$ cat src/rtl/serial_word_receiver_pkg.sv
// Shared definitions for the serial word receiver: FSM encoding and the
// default widths/latencies that the edge detector alignment also depends on.
package serial_word_receiver_pkg;

  typedef enum logic [0:0] {
    ST_IDLE  = 1'b0,
    ST_SHIFT = 1'b1
  } state_e;

  localparam int DEFAULT_WORD_WIDTH = 8;
  // 2-flop synchronizer plus output register in the edge detector
  localparam int SYNC_LATENCY = 3;

endpackage

$ cat src/rtl/serial_word_receiver_bit_delay_line.sv
// DEPTH-stage 1-bit delay line with synchronous reset; DEPTH=0 is a wire.
module bit_delay_line
  import serial_word_receiver_pkg::*;
#(
  parameter int DEPTH = SYNC_LATENCY
) (
  input  logic i_clk,
  input  logic i_rst,
  input  logic i_d,
  output logic o_d
);

  generate
    if (DEPTH == 0) begin : g_bypass
      logic w_unused;
      assign w_unused = i_clk ^ i_rst;
      assign o_d = i_d;
    end else begin : g_shift
      logic [DEPTH-1:0] r_stage;

      // shift the data bit one stage per clock
      always_ff @(posedge i_clk) begin
        if (i_rst) begin
          r_stage <= '0;
        end else begin
          r_stage[0] <= i_d;
          for (int i = 1; i < DEPTH; i++) begin
            r_stage[i] <= r_stage[i-1];
          end
        end
      end

      assign o_d = r_stage[DEPTH-1];
    end
  endgenerate

endmodule

$ cat src/rtl/serial_word_receiver.sv
// Assembles sampled serial bits into words inside a frame and hands them to
// the consumer over valid/ready, flagging partial frames and dropped words.
module serial_word_receiver
  import serial_word_receiver_pkg::*;
#(
  parameter int WORD_WIDTH = DEFAULT_WORD_WIDTH,
  parameter bit MSB_FIRST  = 1'b1,
  parameter int DATA_DELAY = SYNC_LATENCY
) (
  input  logic                  i_sys_clk,
  input  logic                  i_rst,
  input  logic                  i_bit_edge,
  input  logic                  i_frame_active,
  input  logic                  i_data_in,
  output logic [WORD_WIDTH-1:0] o_word_out,
  output logic                  o_word_valid,
  input  logic                  i_word_ready,
  output logic                  o_frame_end,
  output logic                  o_partial,
  output logic                  o_overrun,
  input  logic                  i_overrun_clr
);

  localparam int CNT_W = $clog2(WORD_WIDTH);
  localparam logic [CNT_W-1:0] CNT_LAST = CNT_W'(WORD_WIDTH - 1);

  state_e                r_state;
  state_e                w_state_next;
  logic [CNT_W-1:0]      r_bit_cnt;
  logic [WORD_WIDTH-1:0] r_shreg;
  logic [WORD_WIDTH-1:0] w_word_next;
  logic [WORD_WIDTH-1:0] r_word_out;
  logic                  r_word_valid;
  logic                  r_frame_end;
  logic                  r_partial;
  logic                  r_overrun;
  logic                  w_d;
  logic                  w_shift_en;
  logic                  w_close;
  logic                  w_complete;
  logic                  w_accept;

  bit_delay_line #(.DEPTH(DATA_DELAY)) u_delay (
    .i_clk (i_sys_clk),
    .i_rst (i_rst),
    .i_d   (i_data_in),
    .o_d   (w_d)
  );

  // FSM state register
  always_ff @(posedge i_sys_clk) begin
    if (i_rst) begin
      r_state <= ST_IDLE;
    end else begin
      r_state <= w_state_next;
    end
  end

  // FSM next state: a dropped frame enable always forces one IDLE cycle
  always_comb begin
    w_state_next = r_state;
    case (r_state)
      ST_IDLE:  w_state_next = i_frame_active ? ST_SHIFT : ST_IDLE;
      ST_SHIFT: w_state_next = i_frame_active ? ST_SHIFT : ST_IDLE;
      default:  w_state_next = ST_IDLE;
    endcase
  end

  // FSM outputs: strobes are honoured only while shifting inside a frame
  always_comb begin
    w_shift_en = 1'b0;
    w_close    = 1'b0;
    case (r_state)
      ST_SHIFT: begin
        w_shift_en = i_frame_active & i_bit_edge;
        w_close    = ~i_frame_active;
      end
      ST_IDLE: begin
        w_shift_en = 1'b0;
        w_close    = 1'b0;
      end
      default: begin
        w_shift_en = 1'b0;
        w_close    = 1'b0;
      end
    endcase
  end

  generate
    if (MSB_FIRST) begin : g_msb
      assign w_word_next = {r_shreg[WORD_WIDTH-2:0], w_d};
    end else begin : g_lsb
      assign w_word_next = {w_d, r_shreg[WORD_WIDTH-1:1]};
    end
  endgenerate

  assign w_complete = w_shift_en & (r_bit_cnt == CNT_LAST);
  assign w_accept   = w_complete & (~r_word_valid | i_word_ready);

  // bit counter and shift register; cleared outside a frame so no stale bits leak
  always_ff @(posedge i_sys_clk) begin
    if (i_rst) begin
      r_bit_cnt <= '0;
      r_shreg   <= '0;
    end else if (w_close || (r_state == ST_IDLE)) begin
      r_bit_cnt <= '0;
      r_shreg   <= '0;
    end else if (w_shift_en) begin
      r_bit_cnt <= w_complete ? '0 : r_bit_cnt + CNT_W'(1);
      r_shreg   <= w_word_next;
    end
  end

  // word hand-off: a completed word is dropped if the consumer is stalling
  always_ff @(posedge i_sys_clk) begin
    if (i_rst) begin
      r_word_out   <= '0;
      r_word_valid <= 1'b0;
    end else if (w_accept) begin
      r_word_out   <= w_word_next;
      r_word_valid <= 1'b1;
    end else if (r_word_valid && i_word_ready) begin
      r_word_valid <= 1'b0;
    end
  end

  // frame-close pulse, partial flag and sticky overrun (set beats clear)
  always_ff @(posedge i_sys_clk) begin
    if (i_rst) begin
      r_frame_end <= 1'b0;
      r_partial   <= 1'b0;
      r_overrun   <= 1'b0;
    end else begin
      r_frame_end <= w_close;
      r_partial   <= w_close & (r_bit_cnt != '0);
      if (w_complete && !w_accept) begin
        r_overrun <= 1'b1;
      end else if (i_overrun_clr) begin
        r_overrun <= 1'b0;
      end
    end
  end

  assign o_word_out   = r_word_out;
  assign o_word_valid = r_word_valid;
  assign o_frame_end  = r_frame_end;
  assign o_partial    = r_partial;
  assign o_overrun    = r_overrun;

endmodule

$ cat config.mk
export PLATFORM = sky130hd
export DESIGN_NAME = serial_word_receiver
export DESIGN_NICKNAME = d
export VERILOG_FILES = /design/src/rtl/serial_word_receiver_pkg.sv /design/src/rtl/serial_word_receiver_bit_delay_line.sv /design/src/rtl/serial_word_receiver.sv
export SDC_FILE = /design/constraint.sdc
export NUM_CORES = 1
export LEC_CHECK = 0
export ABC_AREA = 0
export CORE_ASPECT_RATIO = 1.4
export CORE_MARGIN = 5
export CORE_UTILIZATION = 49
export CTS_CLUSTER_SIZE = 25
export DETAILED_ROUTE_END_ITERATION = 12
export GPL_ROUTABILITY_DRIVEN = 0
export GPL_TIMING_DRIVEN = 1
export PLACE_DENSITY_LB_ADDON = 0.05
export RECOVER_POWER = 25
export SLEW_MARGIN = 15
export SYNTH_ARGS = -nofsm -noshare
export SYNTH_HDL_FRONTEND = slang
export SYNTH_SLANG_ARGS = --single-unit
export TNS_END_PERCENT = 1
$ cat constraint.sdc
create_clock -name i_sys_clk -period 1.55 [get_ports i_sys_clk]
set_input_delay 0.31 -clock i_sys_clk [delete_from_list [all_inputs] [get_ports i_sys_clk]]
set_output_delay 0.31 -clock i_sys_clk [all_outputs]
set_load 0.02 [all_outputs]
**After elaboration in Yosys (flattened, before gate mapping)**

Cells that the tools add are included.

- Register bits: 26
- Input port bits: 7
- Output and inout port bits: 12
- Logic and storage cells: 35

- Add/sub/neg operators: 1
- Eq/ne operators: 1
- Muxes and demuxes: 8
- Bitwise operators: 8
- Reductions and logical operators: 8

Operator list:

| cell | count |
|---|---|
| 1-bit two-way mux | 5 |
| 1-bit AND | 4 |
| 1-bit case mux with 2 select lines | 2 |
| 2-bit nonzero test | 2 |
| 3-bit by 1-bit adder with 3-bit output (second input constant) | 1 |
| 3-bit == test (second input constant) | 1 |
| 3-bit two-way mux | 1 |
| 1-bit NOT | 3 |
| 3-bit nonzero test | 1 |
| 1-bit logical AND | 2 |
| 2-bit OR reduction | 1 |
| 1-bit zero test | 1 |
| 1-bit logical OR | 1 |
| 1-bit OR | 1 |

**Depth between registers and ports, before layout**

Gate-level depths: netlist of run 1.

- Depth in word-level cells: 7
- Depth in mapped cells: 5
- Depth with buffers taken out: 4

**Cells and area by module**

A second synthesis of run 1 with hierarchy kept.

- Cells, all modules: 105
- Area, all modules: 1002.2 sq um

By module, submodules not included:

| module | instances | cells an instance | area each (sq um) |
|---|---|---|---|
| serial_word_receiver | 1 | 99 | 923.4 |
| bit_delay_line | 1 | 6 | 78.8 |

**Worst setup path after synthesis of run 1**

Ideal clock, no wire load.

- Kind: register -> register
- Start: register r_bit_cnt[0]
- End: register r_bit_cnt[0]
- Setup time: 74 ps
- Arrival time: 1130 ps
- Required time: 1476 ps
- Path slack: 346 ps
- Stages on the path, launching flop included: 5
- Path buffers: 0
- Cells stage by stage: dfxtp_1 > ha_1 > ha_1 > or3_1 > a21oi_1

- Word-level cells in the longest chain between the ends: 3
- Elaborated cells on any way between the ends: 4

RTL lines:

| item | line | text |
|---|---|---|
| start, declared | serial_word_receiver.sv:29 | `logic [CNT_W-1:0] r_bit_cnt;` |
| start signal, assigned | serial_word_receiver.sv:109 | `r_bit_cnt <= w_complete ? '0 : r_bit_cnt + CNT_W'(1);` |
| branches (longest 2 deep; another with 3-bit by 1-bit adder with 3-bit output) | -- |  |
| 3-bit two-way mux (*) | serial_word_receiver.sv:109 |  |

Mark *: on every way between the ends.
A chain may end at the register's enable or synchronous reset.

**Worst setup path in the final report of run 1**

- Start: register r_bit_cnt[0]
- End: register r_word_out[7] (netlist: o_word_out[7])

- Word-level cells in the longest chain between the ends: 3

RTL lines:

| item | line | text |
|---|---|---|
| 3-bit == test | serial_word_receiver.sv:97 | `assign w_complete = w_shift_en & (r_bit_cnt == CNT_LAST);` |
| 1-bit AND | serial_word_receiver.sv:97 |  |
| 1-bit AND | serial_word_receiver.sv:98 | `assign w_accept = w_complete & (~r_word_valid \| i_word_ready);` |
| end signal, assigned | serial_word_receiver.sv:120 | `r_word_out <= w_word_next;` |
| end, declared | serial_word_receiver.sv:32 | `logic [WORD_WIDTH-1:0] r_word_out;` |

Every way passes these cells.

==> metrics.md, run 1 <==
| Metric | Value |
|---|---|
| Status | `finished clean` |
| Detailed-route DRC error count | `0` |
| Area leader, netlist | `dfxtp_1` |
| Antenna diodes | `0` |
| Vias in the first global route | `about 760` |
| Syn Area/Cell | `around 9.5 um^2` |
| CP Data Arrival Time | `roughly 1.6 ns` |
| TritonCTS sink count | `26` |
| Grt total ovfl | `0` |
| Vias/cell | `~5.0` |
| Final hold viol count | `0` |
| CP endpoint kind | `flop` |
| CTS max path bufs | `2` |
| CP Launch Type | `flop` |
| Vias post-DR | `744` |
| Wire per inst | `about 12 um` |
| Total GRT Usage | `0.129` |
| CTS buffer count | `3` |
| Pleak | `0.477 nW` |
| Sequential area share after synthesis | `0.517` |
| Htree depth | `1` |
| Port Buffers | `18` |
| Final setup fails | `0` |
| Synth Register Bits | `26` |
| Core area | `around 2000 um^2` |
| Cells after synthesis | `between 100 and 150` |
| Initial DRC count | `14` |
| Worst slew pin tran | `0.394 ns` |
| Final period demand of the worst path | `approximately 1.4 ns` |
| Setup Skew | `around 0.0025 ns` |
| Ys async rst share | `0` |
| Period utilisation layout | `0.900` |
| Total power per unit cell area | `between 700 and 800 nW/um^2` |
| Placed cell count | `147` |
| Initial Util | `0.510` |
| Nets | `approximately 140` |
| Syn Nets | `116` |
| Global-route wire length before repair | `3.19 mm` |
| Cts-stage hold buffer count | `0` |
| Synth cell types | `19` |
| IO Count | `19` |
| Top-count cell post-synth | `dfxtp_1` |
| Post-route ant nets | `0` |
| Area post-placement | `~1200 um^2` |
| Rel. slew slack | `0.737` |
| R2r setup slk | `~0.16 ns` |
| Chip height | `approximately 64 um` |
| Final HPWL DP | `about 1.4 mm` |
| CP Launch Point | `r_bit_cnt[0]` |
| CTS tree | `built` |
| Peak VDD IR | `approximately 0.64 mV` |
| Post-synth EDFFs | `0` |
| Layout cells sized above 1 | `0.0698` |
| Reg clk slew, reported paths | `0.12 ns` |
| Crit path kind | `reg2reg` |
| Setup repair after global routing missed its margin | `no` |
| List of most frequent post-synthesis cells | `26 x dfxtp_1, 19 x nand2_1, 17 x nand2b_1` |
| Synth top area cells | `dfxtp_1 52%, nand2b_1 11%, mux2i_1 8.0%` |
| Area Overhead vs Synth | `23.7%` |
| Yosys warning total | `0` |
| Worst Path Max Fanout | `8` |
| Dominant synthesized flop cell | `dfxtp_1` |
| Clock Latency Late Sink | `about 0.31 ns` |
| Post-synth top area share | `0.517` |
| Finished Layout Cells | `150` |
| Maxcap violations | `0` |
| Max Transition Viols Final | `0` |
| Post-synthesis cell area | `around 1000 um^2` |
| Routed WL | `approximately 1.7 mm` |
| Worst hold start | `u_delay.g_shift.r_stage[0]` |
| Design Area, Final | `~1200 um^2` |
| Fin Setup TNS | `0 ns` |
| Initial antenna violation count | `0` |
| Setup Fix Bufs, Post-CTS | `0` |
| Largest net degree at the start of global routing | `14` |
| CTS root buffer | `clkbuf_4` |
| Worst r2r src | `r_bit_cnt[0]` |
| Die Outline Area | `~3100 um^2` |
| FP Rows | `19` |
| Hold crit path type | `reg2reg` |
| Critical path required time | `approximately 1.8 ns` |
| Final core area utilization | `0.632` |
| FMAX | `roughly 720 MHz` |
| Die Wd | `48.3 um` |
| Initial DRT Pass Iterations | `4` |
[what timing repair did]
item	4_1_cts	5_1_grt
setup endpoints to repair	12	0
resized for setup	12	0
hold endpoints to repair	0	0
[layout make-up]
cell class	count	area [um^2]
inverter	3	11.3
clock buffer	3	22.5
timing repair buffer	25	220
multi-input combinational	72	445
sequential	26	520
fill	193	727
tap	21	26.3
[path summary, 6_finish.rpt]
kind                                                    to  cells after the start
worst max-delay path                         o_word_out[7]                      5
worst min-delay path            u_delay.g_shift.r_stage[1]                      1
worst max register to register               o_word_out[7]                      5
worst min register to register  u_delay.g_shift.r_stage[1]                      1
[per-stage QoR]
step	power [W]	worst slack (ns)	hold slack, ns
2_1_floorplan	0.000713	0.346	0.394
3_3_place_gp	0.000742	0.0214	0.419
3_5_place_dp	0.000743	-0.0354	0.427
4_1_cts	0.00101	0.146	0.461
5_1_grt	0.00105	0.0309	0.471
6_report	0.000991	0.155	0.455
[registers in the layout, summed over array words and instances, names as in the netlist]
signal	flops
o_word_out	8
o_overrun	1
r_state	1
u_delay.g_shift.r_stage	3
r_bit_cnt	3
o_frame_end	1
o_partial	1
o_word_valid	1
r_shreg	7
[kinds of logic (layout without fill, tap and decap cells)]
logic type      after synthesis  after routing  synth area share
compound gates               13             13            0.0696
fa+ha+maj                     3              3            0.0373
buf+inv                       8             31            0.0410
flops                        26             26             0.517
mux                           8              8            0.0795
simple gates                 48             48             0.256
[worst max-delay path, stage by stage (launching register included)]
cell and delay, ns:
dfxtp_1 0.40, ha_1 0.16, ha_1 0.21, and3_1 0.22, buf_12 0.14, mux2i_1 0.19
[report_power, final]
part / internal [W] / switching, W
Sequential: 0.000673 / 0.00000222
Combinational: 0.0000282 / 0.0000196
Clock: 0.0000908 / 0.000177
[layer usage]
layer / global-route usage / routed length (um)
met1: 0.135 / 745
met2: 0.224 / 870
met3: 0.0425 / 94
met4: 0.0623 / 31
met5: 0 / 0
[cell usage in the layout, fill, tap and decap left out, drive strengths merged, types with 2 or more instances in the layout]
| master | count |
|---|---|
| a21oi | 11 |
| and3 | 2 |
| buf | 4 |
| clkbuf | 6 |
| clkdlybuf4s50 | 4 |
| dfxtp | 26 |
| dlygate4sd2 | 12 |
| dlygate4sd3 | 2 |
| ha | 3 |
| inv | 3 |
| mux2i | 8 |
| nand2 | 19 |
| nand2b | 17 |
| nand3b | 2 |
| nor2b | 4 |
(Power assumes the default switching activity.)
==> run 2, diff against run 1 <==
--- a/config.mk
+++ b/config.mk
@@ -13,8 +13,10 @@
 export DETAILED_ROUTE_END_ITERATION = 12
 export GPL_ROUTABILITY_DRIVEN = 0
 export GPL_TIMING_DRIVEN = 1
-export PLACE_DENSITY_LB_ADDON = 0.05
+export PLACE_DENSITY = 0.76
 export RECOVER_POWER = 25
+export SKIP_CTS_REPAIR_TIMING = 1
+export SKIP_LAST_GASP = 1
 export SLEW_MARGIN = 15
 export SYNTH_ARGS = -nofsm -noshare
 export SYNTH_HDL_FRONTEND = slang
==> run 2 against run 1 <==
The run now ends with negative setup slack left; first-iteration DRC count decreased by 7.1%; sequential cell count stayed put; hold slack about the same; sequential power barely moved; highest routed layer unchanged.
==> metrics.md, run 2 (synthesis results as in run 1) <==
| Metric | Value |
|---|---|
| M2 GR Usage | `0.214 (-0.00980)` |
| Critical Path Max Stage Delay | `0.61 ns (+0.21 ns)` |
| Combinational Power Share | `0.048 (about the same)` |
| Initial DRC count | `13 (-1)` |
| Met1 Usage GRT | `0.131 (-0.00397)` |
| Total GRT Usage | `0.129 (about the same)` |
| Status | `complete, but fails checks` |
| Overall power | `0.00106 W (+7.0%)` |
| Most frequent cells in the layout | `26 x dfxtp_1, 19 x nand2_1, 17 x nand2b_1, 15 x clkdlybuf4s50_1, 11 x a21oi_1` |
| Place WS | `-0.0750 ns (-0.0396 ns)` |
| Largest register FFs | `8 (unchanged)` |
| Clock Latency Late Sink | `0.32 ns (about the same)` |
| CTS root buffer | `clkbuf_4` |
| Htree depth | `1 (unchanged)` |
| Nets | `141 (unchanged)` |
| Area post-placement | `1250 um^2 (unchanged)` |
| Antenna diodes | `0 (unchanged)` |
| Layout cells sized above 1 | `0.0846 (+0.0148)` |
| Hold crit path type | `reg2reg` |
| Failing checks | `negative setup slack` |
| Met3 Usage GRT | `0.0401 (-0.00236)` |
| Chip height | `63.6 um (unchanged)` |
| CP Cell Sequence | `clkdlybuf4s50_1` |
| Design Area, Final | `1280 um^2 (+3.0%)` |
| CTS tree | `built` |
| Final period demand of the worst path | `1.60 ns (+0.207 ns)` |
| Rel. slew slack | `0.741 (+0.00364)` |
| TritonCTS sink count | `26 (unchanged)` |
| Vias post-DR | `773 (+3.9%)` |
| Post-route ant nets | `0 (unchanged)` |
| Slowest-stage cell, CP | `clkdlybuf4s50_1` |
| Maxcap violations | `0 (unchanged)` |
| Core area | `1970 um^2 (unchanged)` |
| FMAX | `624 MHz (-13%)` |
| Vias/cell | `5.12 (+3.2%)` |
| IO Count | `19 (unchanged)` |
| CTS max path bufs | `2 (unchanged)` |
| GRT Max-Usage Layer | `met2` |
| Clk network pwr share | `0.315 (+0.045)` |
| Setup repair after global routing missed its margin | `yes` |
| Wire per inst | `12.2 um (+4.9%)` |
| Initial DRT Pass Iterations | `4 (unchanged)` |
| FP Rows | `19 (unchanged)` |
| # fillers | `175 (-9.3%)` |
| Worst setup slack after layout | `-0.0516 ns (-0.207 ns)` |
| Period utilisation layout | `1.03 (+0.133)` |
| Reg clk slew, reported paths | `0.13 ns (about the same)` |
| Peak VDD IR | `0.634 mV (-1.2%)` |
| Area Overhead vs Synth | `27.5%` |
| Final HPWL DP | `1.36 mm (+0.86%)` |
| CP Launch Type | `flop` |
| Crit path max-delay family | `buffers and inverters` |
| Largest net degree at the start of global routing | `15 (+1)` |
| Global-route wire length before repair | `3.15 mm (-1.3%)` |
| Worst slew pin tran | `0.388 ns (-0.00663 ns)` |
| Buffers & Inverters on Critical Path | `1 (unchanged)` |
| CP Data Arrival Time | `1.29 ns (-0.35 ns)` |
| Worst Path Max Fanout | `2 (-6)` |
| Final hold viol count | `0 (unchanged)` |
| Port Buffers | `18 (unchanged)` |
| Pleak | `0.449 nW (-5.8%)` |
| Net switching power | `0.000213 W (+7.0%)` |
| Detailed-route DRC error count | `0 (unchanged)` |
| Setup Skew | `0.00297 ns (+0.000517 ns)` |
| Sequential share of power | `0.637 (-0.044)` |
| CP endpoint kind | `output pin` |
| Vias in the first global route | `755 (-0.79%)` |
| Internal power | `0.000848 W (+7.0%)` |
| Initial antenna violation count | `0 (unchanged)` |
| Die Outline Area | `3080 um^2 (unchanged)` |
| Die Wd | `48.3 um (unchanged)` |
| CTS buffer count | `3 (unchanged)` |
| Initial Util | `0.510 (unchanged)` |
| Routed WL | `1.84 mm (+5.6%)` |
| Switching share of power | `0.201 (about the same)` |
| Grt total ovfl | `0 (unchanged)` |
| Most common cell after layout, fill and taps aside | `dfxtp_1` |
| Final setup fails | `11 (+11)` |
| Crit path kind | `reg2out` |
| Total power per unit cell area | `826 nW/um^2 (+3.9%)` |
| Critical path required time | `1.24 ns (-0.55 ns)` |
| Max Transition Viols Final | `0 (unchanged)` |
[run 2: cell types whose count changed in the layout (fill, tap and decap cells not counted)]
cell / delta
buf_4: +1
clkbuf_1: -1
clkbuf_2: -1
clkbuf_4: +1
clkbuf_8: +1
clkdlybuf4s50_1: +11
dlygate4sd2_1: -12
dlymetal6s2s_1: +1
[run 2: final cells by class]
cell class	count	area, um^2	area share
Sequential cell	26	520	0.405
Multi-Input combinational cell	72	445	0.347
Timing Repair Buffer	25	244	0.190
Clock buffer	4	36.3	0.0283
Tap cell	21	26.3	0.0205
Inverter	3	11.3	0.00877
[run 2: power groups by stage]
stage / Sequential [W] / Combinational, W / Clock [W]
3_3_place_gp: 0.000690 / 0.0000519 / 0
2_1_floorplan: 0.000691 / 0.0000220 / 0
3_5_place_dp: 0.000691 / 0.0000532 / 0
4_1_cts: 0.000676 / 0.0000532 / 0.000350
6_report: 0.000676 / 0.0000507 / 0.000335
5_1_grt: 0.000677 / 0.0000547 / 0.000385
[run 2: worst paths after layout]
path                                                    to  depth (start not counted)                       start  slack, ns
worst min-delay path            u_delay.g_shift.r_stage[1]                          1  u_delay.g_shift.r_stage[0]       0.45
worst max register to register               o_word_out[1]                          5                r_bit_cnt[0]       0.13
worst min register to register  u_delay.g_shift.r_stage[1]                          1  u_delay.g_shift.r_stage[0]       0.45
worst max-delay path                         o_word_out[4]                          1               o_word_out[4]      -0.05
[run 2: metrics by stage]
stage / cells / hold slack, ns / TNS [ns] / utilization
5_1_grt: 151 / 0.475 / -1.11 / 0.651
4_1_cts: 151 / 0.459 / -0.685 / 0.651
3_3_place_gp: 147 / 0.419 / 0 / 0.633
3_5_place_dp: 147 / 0.430 / -0.432 / 0.633
6_report: 151 / 0.455 / -0.355 / 0.651
2_1_floorplan: 106 / 0.394 / 0 / -
[run 2: routing by layer]
metal  routed length (um)  up-vias
li1                     -      393
met1                  763      351
met2                  938       25
met3                  102        4
met4                   34        0
met5                    0        -
==> run 3, diff against run 2 <==
--- a/config.mk
+++ b/config.mk
@@ -9,6 +9,7 @@
 export CORE_ASPECT_RATIO = 1.4
 export CORE_MARGIN = 5
 export CORE_UTILIZATION = 49
+export CTS_CLUSTER_DIAMETER = 120
 export CTS_CLUSTER_SIZE = 25
 export DETAILED_ROUTE_END_ITERATION = 12
 export GPL_ROUTABILITY_DRIVEN = 0
==> constraint.sdc (replaced) <==
create_clock -name i_sys_clk -period 1.8 [get_ports i_sys_clk]
set_input_delay 0.36 -clock i_sys_clk [delete_from_list [all_inputs] [get_ports i_sys_clk]]
set_output_delay 0.36 -clock i_sys_clk [all_outputs]
set_load 0.02 [all_outputs]
==> run 3 against run 2 <==
The run now ends clean; clock-buffer cell count is 1 lower; hold slack is essentially flat; sequential power shrank 14%; sequential cell count unchanged; wire length is 4.5% lower; register-to-register slack better by 0.28 ns; die area unchanged; final cell count is 2.0% lower; sequential share of layout area up 1.1 points; first-iteration DRC count rose by 15%; design area is 2.7% lower; critical endpoint is now o_word_out[5].
==> metrics.md, run 3 (synthesis results as in run 1) <==
| Metric | Value |
|---|---|
| Max Transition Viols Final | `0 (unchanged)` |
| Hold slack | `0.455 ns (+0.000133 ns)` |
| Final setup fails | `0 (-11)` |
| Final hold viol count | `0 (unchanged)` |
| Die Outline Area | `3080 um^2 (unchanged)` |
| Initial antenna violation count | `0 (unchanged)` |
| Core area | `1970 um^2 (unchanged)` |
| Critical Path Max Stage Delay | `0.61 ns (about the same)` |
| Final HPWL DP | `1.32 mm (-3.0%)` |
| Most common cell after layout, fill and taps aside | `dfxtp_1` |
| Port Buffers | `18 (unchanged)` |
| Slowest-stage cell, CP | `clkdlybuf4s50_1` |
| CTS max path bufs | `2 (unchanged)` |
| Peak VDD IR | `0.627 mV (-1.2%)` |
| Fin Setup TNS | `0 ns (+0.355 ns)` |
| Post-route ant nets | `0 (unchanged)` |
| Global-route wire length before repair | `3.17 mm (+0.89%)` |
| Hold crit path type | `reg2reg` |
| Maxcap violations | `0 (unchanged)` |
| Initial Util | `0.510 (unchanged)` |
| FP Rows | `19 (unchanged)` |
| Total GRT Usage | `0.129 (about the same)` |
| Htree depth | `1 (unchanged)` |
| Clock Latency Late Sink | `0.31 ns (about the same)` |
| Chip height | `63.6 um (unchanged)` |
| CTS root buffer | `clkbuf_4` |
| Vias/cell | `5.16 (+0.84%)` |
| Setup Skew | `0.00339 ns (+0.000421 ns)` |
| FMAX | `approximately 610 MHz` |
| Total power per unit cell area | `684 nW/um^2 (-17%)` |
| Setup repair after global routing missed its margin | `no` |
| Initial DRC count | `15 (+2)` |
| Most frequent cells in the layout | `26 x dfxtp_1, 19 x nand2_1, 17 x nand2b_1, 16 x clkdlybuf4s50_1, 11 x a21oi_1` |
| Wire per inst | `11.9 um (-2.5%)` |
| Status | `finished clean` |
| Crit path max-delay family | `buffers and inverters` |
| CTS buffer count | `3 (unchanged)` |
| Rel. slew slack | `0.712 (-0.0291)` |
| Vias post-DR | `764 (-1.2%)` |
| IO Count | `19 (unchanged)` |
| CP endpoint kind | `output pin` |
| Pleak | `0.410 nW (-8.8%)` |
| Worst Path Max Fanout | `2 (unchanged)` |
| Buffers & Inverters on Critical Path | `1 (unchanged)` |
| Period utilisation layout | `0.916` |
| Vias in the first global route | `786 (+4.1%)` |
| Largest net degree at the start of global routing | `14 (-1)` |
| CP Data Arrival Time | `1.29 ns (about the same)` |
| Reg clk slew, reported paths | `0.12 ns (about the same)` |
| Area Overhead vs Synth | `24.0%` |
| Routed WL | `1.76 mm (-4.5%)` |
| Antenna diodes | `0 (unchanged)` |
| TritonCTS sink count | `26 (unchanged)` |
| Grt total ovfl | `0 (unchanged)` |
| CP Launch Type | `flop` |
| Largest register FFs | `8 (unchanged)` |
| Worst slew pin tran | `0.433 ns (+0.0449 ns)` |
| Initial DRT Pass Iterations | `4 (unchanged)` |
| CTS tree | `built` |
| Detailed-route DRC error count | `0 (unchanged)` |
| Critical path required time | `1.44 ns (+0.20 ns)` |
| Die Wd | `48.3 um (unchanged)` |
| Final period demand of the worst path | `1.65 ns` |
| CP Cell Sequence | `clkdlybuf4s50_1` |
| Crit path kind | `reg2out` |
| Layout cells sized above 1 | `0.0551 (-0.0295)` |
| Nets | `139 (-1.4%)` |
[run 3: report_power, final]
group | total (W) | switching [W] | internal, W | leakage, nW
registers | 0.000582 | 0.00000182 | 0.000580 | 0.210
logic | 0.0000397 | 0.0000163 | 0.0000234 | 0.186
clock network | 0.000233 | 0.000155 | 0.0000784 | 0.0138
total | 0.000854 | 0.000173 | 0.000682 | 0.410
[run 3: area by class of cell]
type / count / area, um^2
fillers: 188 / 724
flip-flops and latches: 26 / 520
multi-input cells: 72 / 445
repair buffers: 23 / 223
well taps: 21 / 26.3
clock buffers: 3 / 22.5
inverters: 3 / 11.3
[run 3: final timing paths]
| kind | slack, ns | from | to | cells after the start |
|---|---|---|---|---|
| max | 0.15 | o_word_out[5] | o_word_out[5] | 1 |
| min | 0.46 | u_delay.g_shift.r_stage[0] | u_delay.g_shift.r_stage[1] | 1 |
| max reg2reg | 0.41 | r_bit_cnt[0] | o_word_out[7] | 5 |
| min reg2reg | 0.46 | u_delay.g_shift.r_stage[0] | u_delay.g_shift.r_stage[1] | 1 |
[run 3: routing by layer]
layer	wire, um	up-vias	part of all wire	track usage
li1	-	387	-	-
met1	736	343	0.42	0.130
met2	877	26	0.50	0.217
met3	100	8	0.057	0.0448
met4	42	0	0.024	0.0830
met5	0	-	0	0
[run 3: per-stage QoR]
step                std cells  worst slack (ns)  total power [W]   util  instance area, um^2
floorplan                 106             0.596         0.000614      -                 1010
global placement          145             0.177         0.000636  0.625                 1230
detailed placement        145             0.109         0.000637  0.625                 1230
CTS                       148             0.136         0.000864  0.637                 1260
global route              148            0.0631         0.000899  0.633                 1250
finish                    148             0.152         0.000854  0.633                 1250
